===== config.mk =====
export PLATFORM = sky130hd
export DESIGN_NAME = matrix_loader_flat
export DESIGN_NICKNAME = d
export VERILOG_FILES = /design/src/rtl/matrix_loader_if.sv /design/src/rtl/matrix_loader.sv /design/src/flat_wrapper.sv
export SDC_FILE = /design/constraint.sdc
export NUM_CORES = 1
export LEC_CHECK = 0
export CAP_MARGIN = 10
export CORE_ASPECT_RATIO = 1.4
export CORE_MARGIN = 4
export CORE_UTILIZATION = 44
export DETAILED_ROUTE_END_ITERATION = 10
export PLACE_DENSITY = 0.75
export REMOVE_ABC_BUFFERS = 1
export SYNTH_ARGS = -nofsm -noshare
export SYNTH_HDL_FRONTEND = slang
export SYNTH_SLANG_ARGS = --single-unit

===== constraint.sdc =====
create_clock -name clk -period 2.8 [get_ports clk]
set_input_delay 0.84 -clock clk [delete_from_list [all_inputs] [get_ports clk]]
set_output_delay 0.84 -clock clk [all_outputs]
set_load 0.1 [all_outputs]

===== src/rtl/matrix_loader_if.sv =====
// Byte-stream valid/ready channel carrying operand bytes into the matrix loader.
interface matrix_loader_if;
  logic [7:0] in_data;
  logic       in_valid;
  logic       in_ready;

  modport master (output in_data, output in_valid, input in_ready);
  modport slave  (input in_data, input in_valid, output in_ready);
endinterface


===== src/rtl/matrix_loader.sv =====
// Fills 3x3 A/B operand registers from a byte stream, fires the multiplier and waits for Done.
// Optional feature: define MATRIX_LOADER_CHECKSUM_EN to require a mod-256 checksum byte per frame.
module matrix_loader #(
  parameter int WAIT_TIMEOUT = 64
) (
  input  logic           clk,
  input  logic           Reset,
  matrix_loader_if.slave s,
  output logic [7:0]     A00, A01, A02, A10, A11, A12, A20, A21, A22,
  output logic [7:0]     B00, B01, B02, B10, B11, B12, B20, B21, B22,
  output logic           Load,
  input  logic           Done,
  output logic           busy,
  output logic           frame_done,
  output logic           err
);
  localparam int TW = $clog2(WAIT_TIMEOUT + 1);

  typedef enum logic [2:0] {
    FILL_A,
    FILL_B,
`ifdef MATRIX_LOADER_CHECKSUM_EN
    CHECK,
`endif
    FIRE,
    WAIT_BUSY,
    WAIT_DONE
  } state_t;

  state_t        state_q, state_d;
  logic [3:0]    idx_q;
  logic [7:0]    a_q [9];
  logic [7:0]    b_q [9];
  logic [TW-1:0] tcnt_q;
  logic          ready, xfer, fill, last_byte, tmo;
  logic          done_evt, tmo_evt, ck_err;
`ifdef MATRIX_LOADER_CHECKSUM_EN
  logic [7:0]    sum_q;
`endif

  // Input is held off for the cycle carrying frame_done/err so the next frame starts cleanly after it.
  always_comb begin
    ready = 1'b0;
    case (state_q)
      FILL_A, FILL_B: ready = 1'b1;
`ifdef MATRIX_LOADER_CHECKSUM_EN
      CHECK:          ready = 1'b1;
`endif
      default:        ready = 1'b0;
    endcase
    ready = ready && Reset && !frame_done && !err;
  end

  assign s.in_ready = ready;
  assign xfer       = s.in_valid && ready;
  assign fill       = (state_q == FILL_A) || (state_q == FILL_B);
  assign last_byte  = (idx_q == 4'd8);
  assign tmo        = (tcnt_q == TW'(WAIT_TIMEOUT - 1));

  // NOTE: non-blocking assignments in clocked blocks, so every register sees pre-edge values.
  always_ff @(posedge clk) begin
    if (!Reset) state_q <= FILL_A;
    else        state_q <= state_d;
  end

  // NOTE: every signal gets a default before the case, so no path can infer a latch.
  always_comb begin
    state_d  = state_q;
    done_evt = 1'b0;
    tmo_evt  = 1'b0;
    ck_err   = 1'b0;
    case (state_q)
      FILL_A: if (xfer && last_byte) state_d = FILL_B;
      FILL_B: begin
        if (xfer && last_byte) begin
`ifdef MATRIX_LOADER_CHECKSUM_EN
          state_d = CHECK;
`else
          state_d = FIRE;
`endif
        end
      end
`ifdef MATRIX_LOADER_CHECKSUM_EN
      CHECK: begin
        if (xfer) begin
          if (s.in_data == sum_q) begin
            state_d = FIRE;
          end else begin
            state_d = FILL_A;
            ck_err  = 1'b1;
          end
        end
      end
`endif
      FIRE: state_d = WAIT_BUSY;
      WAIT_BUSY: begin
        if (!Done) begin
          state_d = WAIT_DONE;
        end else if (tmo) begin
          state_d = FILL_A;
          tmo_evt = 1'b1;
        end
      end
      WAIT_DONE: begin
        // Completion wins over a timeout landing on the same cycle, so the two pulses never coincide.
        if (Done) begin
          state_d  = FILL_A;
          done_evt = 1'b1;
        end else if (tmo) begin
          state_d = FILL_A;
          tmo_evt = 1'b1;
        end
      end
      default: state_d = FILL_A;
    endcase
  end

  always_ff @(posedge clk) begin
    if (!Reset) begin
      idx_q      <= 4'd0;
      tcnt_q     <= '0;
      Load       <= 1'b0;
      frame_done <= 1'b0;
      err        <= 1'b0;
      busy       <= 1'b0;
      // NOTE: operand arrays are reset explicitly; they drive the multiplier and must read zero.
      for (int i = 0; i < 9; i++) begin
        a_q[i] <= 8'd0;
        b_q[i] <= 8'd0;
      end
`ifdef MATRIX_LOADER_CHECKSUM_EN
      sum_q      <= 8'd0;
`endif
    end else begin
      Load       <= (state_d == FIRE);
      frame_done <= done_evt;
      err        <= tmo_evt | ck_err;

      if (state_q == WAIT_BUSY || state_q == WAIT_DONE) tcnt_q <= tcnt_q + TW'(1);
      else                                              tcnt_q <= '0;

      if (xfer && fill) begin
        if (state_q == FILL_A) a_q[idx_q] <= s.in_data;
        else                   b_q[idx_q] <= s.in_data;
        idx_q <= last_byte ? 4'd0 : idx_q + 4'd1;
`ifdef MATRIX_LOADER_CHECKSUM_EN
        sum_q <= (state_q == FILL_A && idx_q == 4'd0) ? s.in_data : sum_q + s.in_data;
`endif
      end

      if (done_evt || tmo_evt || ck_err)                          busy <= 1'b0;
      else if (xfer && state_q == FILL_A && idx_q == 4'd0)        busy <= 1'b1;
    end
  end

  assign A00 = a_q[0];  assign A01 = a_q[1];  assign A02 = a_q[2];
  assign A10 = a_q[3];  assign A11 = a_q[4];  assign A12 = a_q[5];
  assign A20 = a_q[6];  assign A21 = a_q[7];  assign A22 = a_q[8];
  assign B00 = b_q[0];  assign B01 = b_q[1];  assign B02 = b_q[2];
  assign B10 = b_q[3];  assign B11 = b_q[4];  assign B12 = b_q[5];
  assign B20 = b_q[6];  assign B21 = b_q[7];  assign B22 = b_q[8];
endmodule


===== src/flat_wrapper.sv =====
// flat-port wrapper written by rule: the top's interface ports become plain ports
module matrix_loader_flat 
#(
  parameter int WAIT_TIMEOUT = 64
)
  (clk, Reset, A00, A01, A02, A10, A11, A12, A20, A21, A22, B00, B01, B02, B10, B11, B12, B20, B21, B22, Load, Done, busy, frame_done, err, s_in_data, s_in_valid, s_in_ready);
  matrix_loader_if s_i ();
  input  logic clk;
  input  logic Reset;
  output logic [7:0] A00;
  output logic [7:0] A01;
  output logic [7:0] A02;
  output logic [7:0] A10;
  output logic [7:0] A11;
  output logic [7:0] A12;
  output logic [7:0] A20;
  output logic [7:0] A21;
  output logic [7:0] A22;
  output logic [7:0] B00;
  output logic [7:0] B01;
  output logic [7:0] B02;
  output logic [7:0] B10;
  output logic [7:0] B11;
  output logic [7:0] B12;
  output logic [7:0] B20;
  output logic [7:0] B21;
  output logic [7:0] B22;
  output logic Load;
  input  logic Done;
  output logic busy;
  output logic frame_done;
  output logic err;
  input wire logic [$bits(s_i.in_data)-1:0] s_in_data;
  input wire logic [$bits(s_i.in_valid)-1:0] s_in_valid;
  output wire logic [$bits(s_i.in_ready)-1:0] s_in_ready;
  assign s_i.in_data = s_in_data;
  assign s_i.in_valid = s_in_valid;
  assign s_in_ready = s_i.in_ready;
  matrix_loader #(.WAIT_TIMEOUT(WAIT_TIMEOUT)) u_core (.clk(clk), .Reset(Reset), .s(s_i), .A00(A00), .A01(A01), .A02(A02), .A10(A10), .A11(A11), .A12(A12), .A20(A20), .A21(A21), .A22(A22), .B00(B00), .B01(B01), .B02(B02), .B10(B10), .B11(B11), .B12(B12), .B20(B20), .B21(B21), .B22(B22), .Load(Load), .Done(Done), .busy(busy), .frame_done(frame_done), .err(err));
endmodule

Word-level counts from Yosys, hierarchy flattened --
Memory sizes are Yosys's and may differ from the RTL's. Index checks and enable logic that the tools add are counted.
Word-level totals: flip-flop bits (word level) 18, bits in writable memories 144, input port bits 12, output and inout bits 149, word-level logic and storage cells 68, memories 2
Cells by class: add/subtract/negate cells 2, equality and inequality tests 7, multiplexer cells 29, bitwise logic cells 1, reductions and logical operators 20
Memories:
- u_core.a_q | words 9, width 8, read ports 9, clocked after Yosys merged registers in 0, write ports 9, RTL line matrix_loader.sv:32 | logic [7:0] a_q [9];
- u_core.b_q | words 9, width 8, read ports 9, clocked after Yosys merged registers in 0, write ports 9, RTL line matrix_loader.sv:33 | logic [7:0] b_q [9];
Operators with widths (count):
- $mux W1 | 17
- $mux W8 | 2
- $reduce_or A8 Y1 | 2
- $mux W3 | 5
- $pmux W3 S5 | 1
- $mux W4 | 3
- $eq A3 B2 Y1 const B | 3
- $logic_and A1 B1 Y1 | 8
- $add A7 B1 Y7 const B | 1
- $eq A7 B6 Y1 const B | 1
- $add A4 B1 Y4 const B | 1
- $eq A4 B4 Y1 const B | 1
- $logic_not A4 Y1 | 1
- $reduce_or A2 Y1 | 2
- $eq A3 B1 Y1 const B | 1
- $eq A3 B3 Y1 const B | 1
- $logic_not A3 Y1 | 1
- $logic_or A1 B1 Y1 | 3
- $logic_not A1 Y1 | 2
- $pmux W1 S2 | 1
- $reduce_and A2 Y1 | 1
- $not A1 Y1 | 1

Longest topological paths before layout --
Gate-level depths: netlist of the first run.
depth after elaboration 13, gate-level depth with buffers 6, depth with buffers taken out 5

Worst setup path after synthesis of the first run --
No wires, ideal clock.
kind reg-to-output, start point reg u_core.frame_done, end point out s_in_ready, arrival time 2605 ps, data required time 1960 ps, setup slack -645 ps, cell stages (with the launch flop) 3, buffers on the path 0, cell sequence dfxtp_1 > or4b_4 > nor2_1
Between the ends: word-level cells in the longest chain between the ends 3
RTL lines:
- start: declaration | RTL line matrix_loader.sv:14 | output logic frame_done,
- start signal: assignment | RTL line matrix_loader.sv:136 | frame_done <= done_evt;
- $logic_not A1 Y1 | RTL line matrix_loader.sv:51 | ready = ready && Reset && !frame_done && !err;
- $logic_and A1 B1 Y1 (2 in series) | RTL line matrix_loader.sv:51
- end: declaration | RTL line flat_wrapper.sv:35 | output wire logic [$bits(s_i.in_ready)-1:0] s_in_ready;
Every way passes these cells.

Worst setup path in the final report of the first run --
start point in Reset, end point out s_in_ready
Between the ends: word-level cells in the longest chain between the ends 3
RTL lines:
- start: declaration | RTL line flat_wrapper.sv:9 | input logic Reset;
- $logic_and A1 B1 Y1 (3 in series) | RTL line matrix_loader.sv:51
Every way passes these cells.

==> impl_metrics.py, run 1 <==
metrics = {
    "status": {
        "status": "complete, no violations",
    },
    "logic_synthesis": {
        "postSynth.asyncResetShare_pct": 0,
        "synth_fa_ha_area_share_pct": 0.964,
        "synth-seq-area-share_pct": 72.2,
        "synthMostInstantiatedCell": "edfxtp_1",
        "synth_warnings": 0,
        "synth_top_area_cell": "edfxtp_1",
        "synth-edff-count": 144,
        "yosysUniqueCellTypes": 44,
        "synth.top_cell.area_share_pct": 66.6,
        "yosys.area_share.simple_pct": 18.6,
        "synth_ff_type": "edfxtp_1",
        "synth_top_family_by_area": "simple AND/OR/NAND/NOR gates",
        "synth_compound_area_share_pct": 3.84,
        "avgSynthCellArea_um2": 14.1,
        "ys_ff_latch": 162,
        "synth_top_cells_by_area": "edfxtp_1, nor3_1, dfxtp_1, nor3_2, o21ai_0",
        "synthesis.area_mm2": 0.00649,
        "synthMuxAreaShare_pct": 0,
        "syn_inst": 460,
        "synth_xor_area_share_pct": 0.405,
        "synthTopCellsByCount": "edfxtp_1, nor3_1, nor3_2",
    },
    "global_routing": {
        "grt-ovfl-total": 0,
        "grtUsageTotal_pct": 19.7,
        "grt_max_degree": 33,
        "antenna_found_initial": 0,
        "grt_pass1_wl_um": 25100,
        "grt_pass1_vias": 4584,
    },
    "run": {
        "cap_violations": 0,
    },
    "place": {
        "place_congestion": 0.781,
        "dp.final_hpwl_um": 11200,
        "io_buffers": 160,
        "placedInstanceArea_mm2": 0.00821,
    },
    "floorplan": {
        "die_width_um": 111,
        "fp-row-count": 52,
        "coreArea_mm2": 0.0144,
        "start_util_pct": 44.9,
        "die-area_mm2": 0.0168,
        "ios": 161,
        "die_h_um": 152,
    },
    "final_layout": {
        "fin_area_mm2": 0.00886,
        "utilization_pct": 61.3,
        "antenna-diode-count": 0,
        "syn2layout_area_growth_pct": 36.5,
        "nFillCells": 1149,
        "nets": 673,
        "drive_gt1_share_pct": 40.8,
    },
    "sta": {
        "rsz0062_at_grt": "no",
        "skew_ns": 0.0113,
        "max_freq_ghz": 0.367,
        "fin_crit_sh_pct": 97.4,
        "hold_viol": 0,
        "slew_violations": 0,
        "tightest_slew_ns": 0.868,
        "relSlewSlack_pct": 41.8,
        "finalSetupViolations": 0,
        "period_minus_slack_ns": 2.73,
    },
    "route": {
        "met1_length_um": 5900,
        "wl_met2_um": 8710,
        "vias": 4536,
        "top_layer_used": "met4",
        "wl_met3_um": 1090,
        "routedWlPerCell_um": 19.0,
        "drtPass1Iterations": 5,
        "wl_um": 16300,
        "via_per_inst": 5.29,
        "drtIter0Drc": 247,
        "drcViolationCount": 0,
        "ant_nets": 0,
    },
    "setup_path": {
        "slowest_delay_ns": 0.50,
        "cp.required_ns": 1.96,
        "endpoint_kind": "output pin",
        "cp_slowest_cell": "or4b_4",
        "crit_chain": "dlygate4sd2_1 > or4b_4 > nor2_4 > buf_12",
        "worstSetupPathType": "in -> out",
        "crit_family": "simple AND/OR/NAND/NOR gates",
        "crit_path_start_kind": "input port",
        "crit_fanout": 2,
        "critical_path_buf_inv_count": 2,
        "crit_arrival_ns": 1.89,
    },
    "pwr": {
        "power_density_mw_per_mm2": 701,
        "ir_drop_mv": 0.376,
        "p_leak_nw": 3.35,
    },
    "clock_network": {
        "cts_tree": "yes",
        "cts.sinks": 162,
        "htree_levels": 4,
        "hold_buffers": 0,
        "root_buffer": "clkbuf_16",
        "cts_buffers": 17,
        "clk_pin_slew_ns": 0.06,
        "clk_path_buf_depth": 2,
        "clock_latency_ns": 0.41,
    },
    "min_path": {
        "hold_path.class": "reg -> reg",
    },
}
routing by layer:
layer / up-vias / GRT usage [%]
met2: 205 / 35.2
met4: 0 / 10.2
met1: 2167 / 21.8
met3: 46 / 5.20
li1: 2118 / -
met5: - / 0
placed cells by master, fill, tap and decap left out, types with 4 or more instances in the layout:
| cell | n |
|---|---|
| inv_1 | 6 |
| clkbuf_16 | 17 |
| nor3_1 | 99 |
| nor2_1 | 16 |
| nor3_2 | 30 |
| nand2_1 | 7 |
| bufinv_16 | 5 |
| edfxtp_1 | 144 |
| clkinv_1 | 14 |
| buf_4 | 205 |
| ha_1 | 5 |
| a21oi_1 | 4 |
| o21ai_0 | 21 |
| and2_1 | 8 |
| dfxtp_1 | 18 |
| clkdlybuf4s50_1 | 10 |
area by class of cell:
class | instances | area [µm²] | share of cell area (%)
Clock buffer | 20 | 437 | 4.93
Timing Repair Buffer | 217 | 1670 | 18.8
Inverter | 19 | 71.3 | 0.805
Clock inverter | 12 | 206 | 2.33
Tap cell | 189 | 236 | 2.67
Sequential cell | 162 | 4680 | 52.9
Multi-Input combinational cell | 239 | 1550 | 17.5
power by group:
group / internal (mW) / leakage, nW / total, mW / switching (mW)
Clock: 1.59 / 0.304 / 2.49 / 0.903
Combinational: 0.173 / 1.41 / 0.972 / 0.799
Sequential: 2.70 / 1.63 / 2.74 / 0.0359
logic make-up (layout without fill, tap and decap cells):
group | after synthesis | count (layout)
and+or+nand+nor | 191 | 191
DFF | 162 | 162
buffers and inverters | 59 | 268
AOI/OAI and AO/OA | 40 | 40
adders and majority gates | 5 | 5
xor gates and xnor gates | 3 | 3
flip-flops by register name (all words and copies together) (netlist names):
signal,flops
u_core.a_q,72
u_core.Load,1
u_core.busy,1
u_core.tcnt_q,7
u_core.frame_done,1
u_core.b_q,72
u_core.state_q,3
u_core.idx_q,4
u_core.err,1
through the flow:
step	hold slack (ns)	setup WS, ns	setup TNS [ns]	instances	power (mW)
4_1_cts	0.486	0.0540	0	858	6.24
3_5_place_dp	0.478	-0.285	-5.73	826	3.76
6_report	0.474	0.0731	0	858	6.21
5_1_grt	0.520	0.0287	0	858	6.39
2_1_floorplan	0.418	-0.645	-74.12	420	3.50
3_3_place_gp	0.429	-0.280	-1.51	826	3.76
final timing paths:
path	slack [ns]	endpoint	cells past startpoint	from
worst max-delay path	0.07	s_in_ready	4	Reset
worst min-delay path	0.47	u_core.tcnt_q[0]$_SDFF_PN0_	1	u_core.tcnt_q[0]$_SDFF_PN0_
worst max register to register	0.51	u_core.b_q[2][7]$_SDFFCE_PN0P_	5	u_core.idx_q[0]$_SDFFE_PN0N_
worst min register to register	0.47	u_core.tcnt_q[0]$_SDFF_PN0_	1	u_core.tcnt_q[0]$_SDFF_PN0_
repair_timing:
action	CTS	global route
setup endpoints to repair	1	0
buffers inserted	0	0
resized for setup	3	0
Note: power is estimated with default switching activity, not from simulation.
==> inputs of run 2 (changes only) <==
--- a/config.mk
+++ b/config.mk
@@ -9,8 +9,10 @@
 export CORE_ASPECT_RATIO = 1.4
 export CORE_MARGIN = 4
 export CORE_UTILIZATION = 44
+export CTS_CLUSTER_SIZE = 24
 export DETAILED_ROUTE_END_ITERATION = 10
 export PLACE_DENSITY = 0.75
+export RECOVER_POWER = 100
 export REMOVE_ABC_BUFFERS = 1
 export SYNTH_ARGS = -nofsm -noshare
 export SYNTH_HDL_FRONTEND = slang
==> run 2 against run 1 <==
Net effect: worst setup slack got worse by 0.024 ns; clock skew down 0.0011 ns; sequential power is essentially flat; first-iteration DRC count up 15%; sequential share of layout area up 5.2 points; cell area decreased by 9.0%; die area unchanged; global-route usage did not move; final cell count unchanged; wire length is 0.97% higher; largest cell class unchanged; largest power group unchanged; highest routed layer unchanged.
==> impl_metrics.py, run 2 (synthesis gave the netlist of run 1 again) <==
metrics = {
    "route": {
        "drtIter0Drc": 283,
        "vias": 4513,
        "wl_um": 16500,
        "routedWlPerCell_um": 19.2,
        "via_per_inst": 5.26,
        "drtPass1Iterations": 4,
        "ant_nets": 0,
        "drcViolationCount": 0,
    },
    "clock_network": {
        "cts_setup_buffers": 0,
        "cts.sinks": 162,
        "root_buffer": "clkbuf_16",
        "cts_tree": "yes",
        "clock_latency_ns": 0.41,
        "clk_path_buf_depth": 2,
        "htree_levels": 4,
        "cts_buffers": 17,
        "clk_pin_slew_ns": 0.06,
    },
    "final_layout": {
        "syn2layout_area_growth_pct": 24.2,
        "nFillCells": 1321,
        "antenna-diode-count": 0,
        "layout.cells.most_common": "edfxtp_1",
        "nets": 673,
        "register_area_mm2": 0.00468,
        "top_regs": "u_core.a_q (72), u_core.b_q (72), u_core.tcnt_q (7)",
        "mostFrequentLayoutCells": "edfxtp_1, clkbuf_1, nor3_1",
        "drive_gt1_share_pct": 17.3,
        "multiInputGateArea_mm2": 0.00139,
        "final_cells": 858,
    },
    "global_routing": {
        "grt_pass1_vias": 4584,
        "grt_max_degree": 33,
        "grt_pass1_wl_um": 25100,
        "grt-ovfl-total": 0,
        "grtUsageTotal_pct": 19.7,
        "antenna_found_initial": 0,
    },
    "floorplan": {
        "coreArea_mm2": 0.0144,
        "die_h_um": 152,
        "start_util_pct": 44.9,
        "die_width_um": 111,
        "fp-row-count": 52,
        "ios": 161,
        "die-area_mm2": 0.0168,
    },
    "setup_path": {
        "crit_path_start_kind": "input port",
        "critical_path_buf_inv_count": 2,
        "endpoint_kind": "output pin",
        "crit_family": "simple AND/OR/NAND/NOR gates",
        "slowest_delay_ns": 0.50,
        "crit_fanout": 2,
        "cp_slowest_cell": "or4b_4",
        "crit_chain": "dlygate4sd2_1 > or4b_4 > nor2_4 > buf_8",
        "crit_arrival_ns": 1.91,
        "worstSetupPathType": "in -> out",
        "cp.required_ns": 1.96,
    },
    "sta": {
        "relSlewSlack_pct": 20.3,
        "setup_slack_ns": 0.0490,
        "skew_ns": 0.0102,
        "hold_viol": 0,
        "hold_ws_ns": 0.474,
        "fin_crit_sh_pct": 98.3,
        "max_freq_ghz": 0.364,
        "slew_violations": 0,
        "period_minus_slack_ns": 2.75,
        "finalSetupViolations": 0,
        "tightest_slew_ns": 1.20,
        "rsz0062_at_grt": "no",
    },
    "min_path": {
        "hold_path.class": "reg -> reg",
    },
    "pwr": {
        "ir_drop_mv": 0.374,
        "total_power_mw": 6.12,
        "p_leak_nw": 2.78,
        "power_density_mw_per_mm2": 759,
    },
    "place": {
        "place_congestion": 0.781,
        "post-place-cells": 826,
        "dp.final_hpwl_um": 11200,
        "io_buffers": 160,
        "pre_cts_ws_ns": -0.285,
    },
    "run": {
        "cap_violations": 0,
    },
    "status": {
        "status": "complete, no violations",
    },
}
[run 2: changes by cell type in the layout (fill, tap and decap cells not counted), moves of 25 or more]
cell / delta
clkbuf_1: +124
nor3_1: +25
clkbuf_2: +59
buf_4: -190
nor3_2: -25
[run 2: stage by stage]
stage / TNS (ns) / cell area, µm² / util, %
global route: 0 / 8060 / 55.8
CTS: 0 / 8860 / 61.3
detailed placement: -5.73 / 8210 / 56.8
finish: 0 / 8060 / 55.8
global placement: -1.51 / 8210 / 56.8
floorplan: -74.12 / 6300 / -
[run 2: what timing repair did]
item,in CTS,in global routing
hold endpoints to repair,0,0
hold buffers,0,0
gates resized for setup,3,0
endpoints found under the setup margin,1,0
[run 2: final cells by class]
class / count / share of cell area (%)
repair buffers: 217 / 12.8
multi-input cells: 239 / 17.3
clock buffers: 20 / 5.42
well taps: 189 / 2.93
clock inverters: 12 / 2.56
inverters: 19 / 0.885
flip-flops and latches: 162 / 58.1
[run 2: final timing paths]
| check | start | endpoint | slack (ns) | cells past startpoint |
|---|---|---|---|---|
| max | Reset | s_in_ready | 0.05 | 4 |
| min | u_core.tcnt_q[0]$_SDFF_PN0_ | u_core.tcnt_q[0]$_SDFF_PN0_ | 0.47 | 1 |
| max reg2reg | u_core.state_q[2]$_SDFF_PN0_ | u_core.a_q[8][6]$_SDFFCE_PN0P_ | 0.44 | 5 |
| min reg2reg | u_core.tcnt_q[0]$_SDFF_PN0_ | u_core.tcnt_q[0]$_SDFF_PN0_ | 0.47 | 1 |
[run 2: report_power, final]
part           switching [mW]  internal, mW
clock                   0.903          1.59
combinational           0.790        0.0921
sequential             0.0343          2.70
[run 2: layer usage]
metal | track usage, % | wire length, µm | share of wire (%)
met1 | 21.8 | 6120 | 37
met2 | 35.2 | 8740 | 53
met3 | 5.20 | 1110 | 6.8
met4 | 10.2 | 483 | 2.9
met5 | 0 | 0 | 0
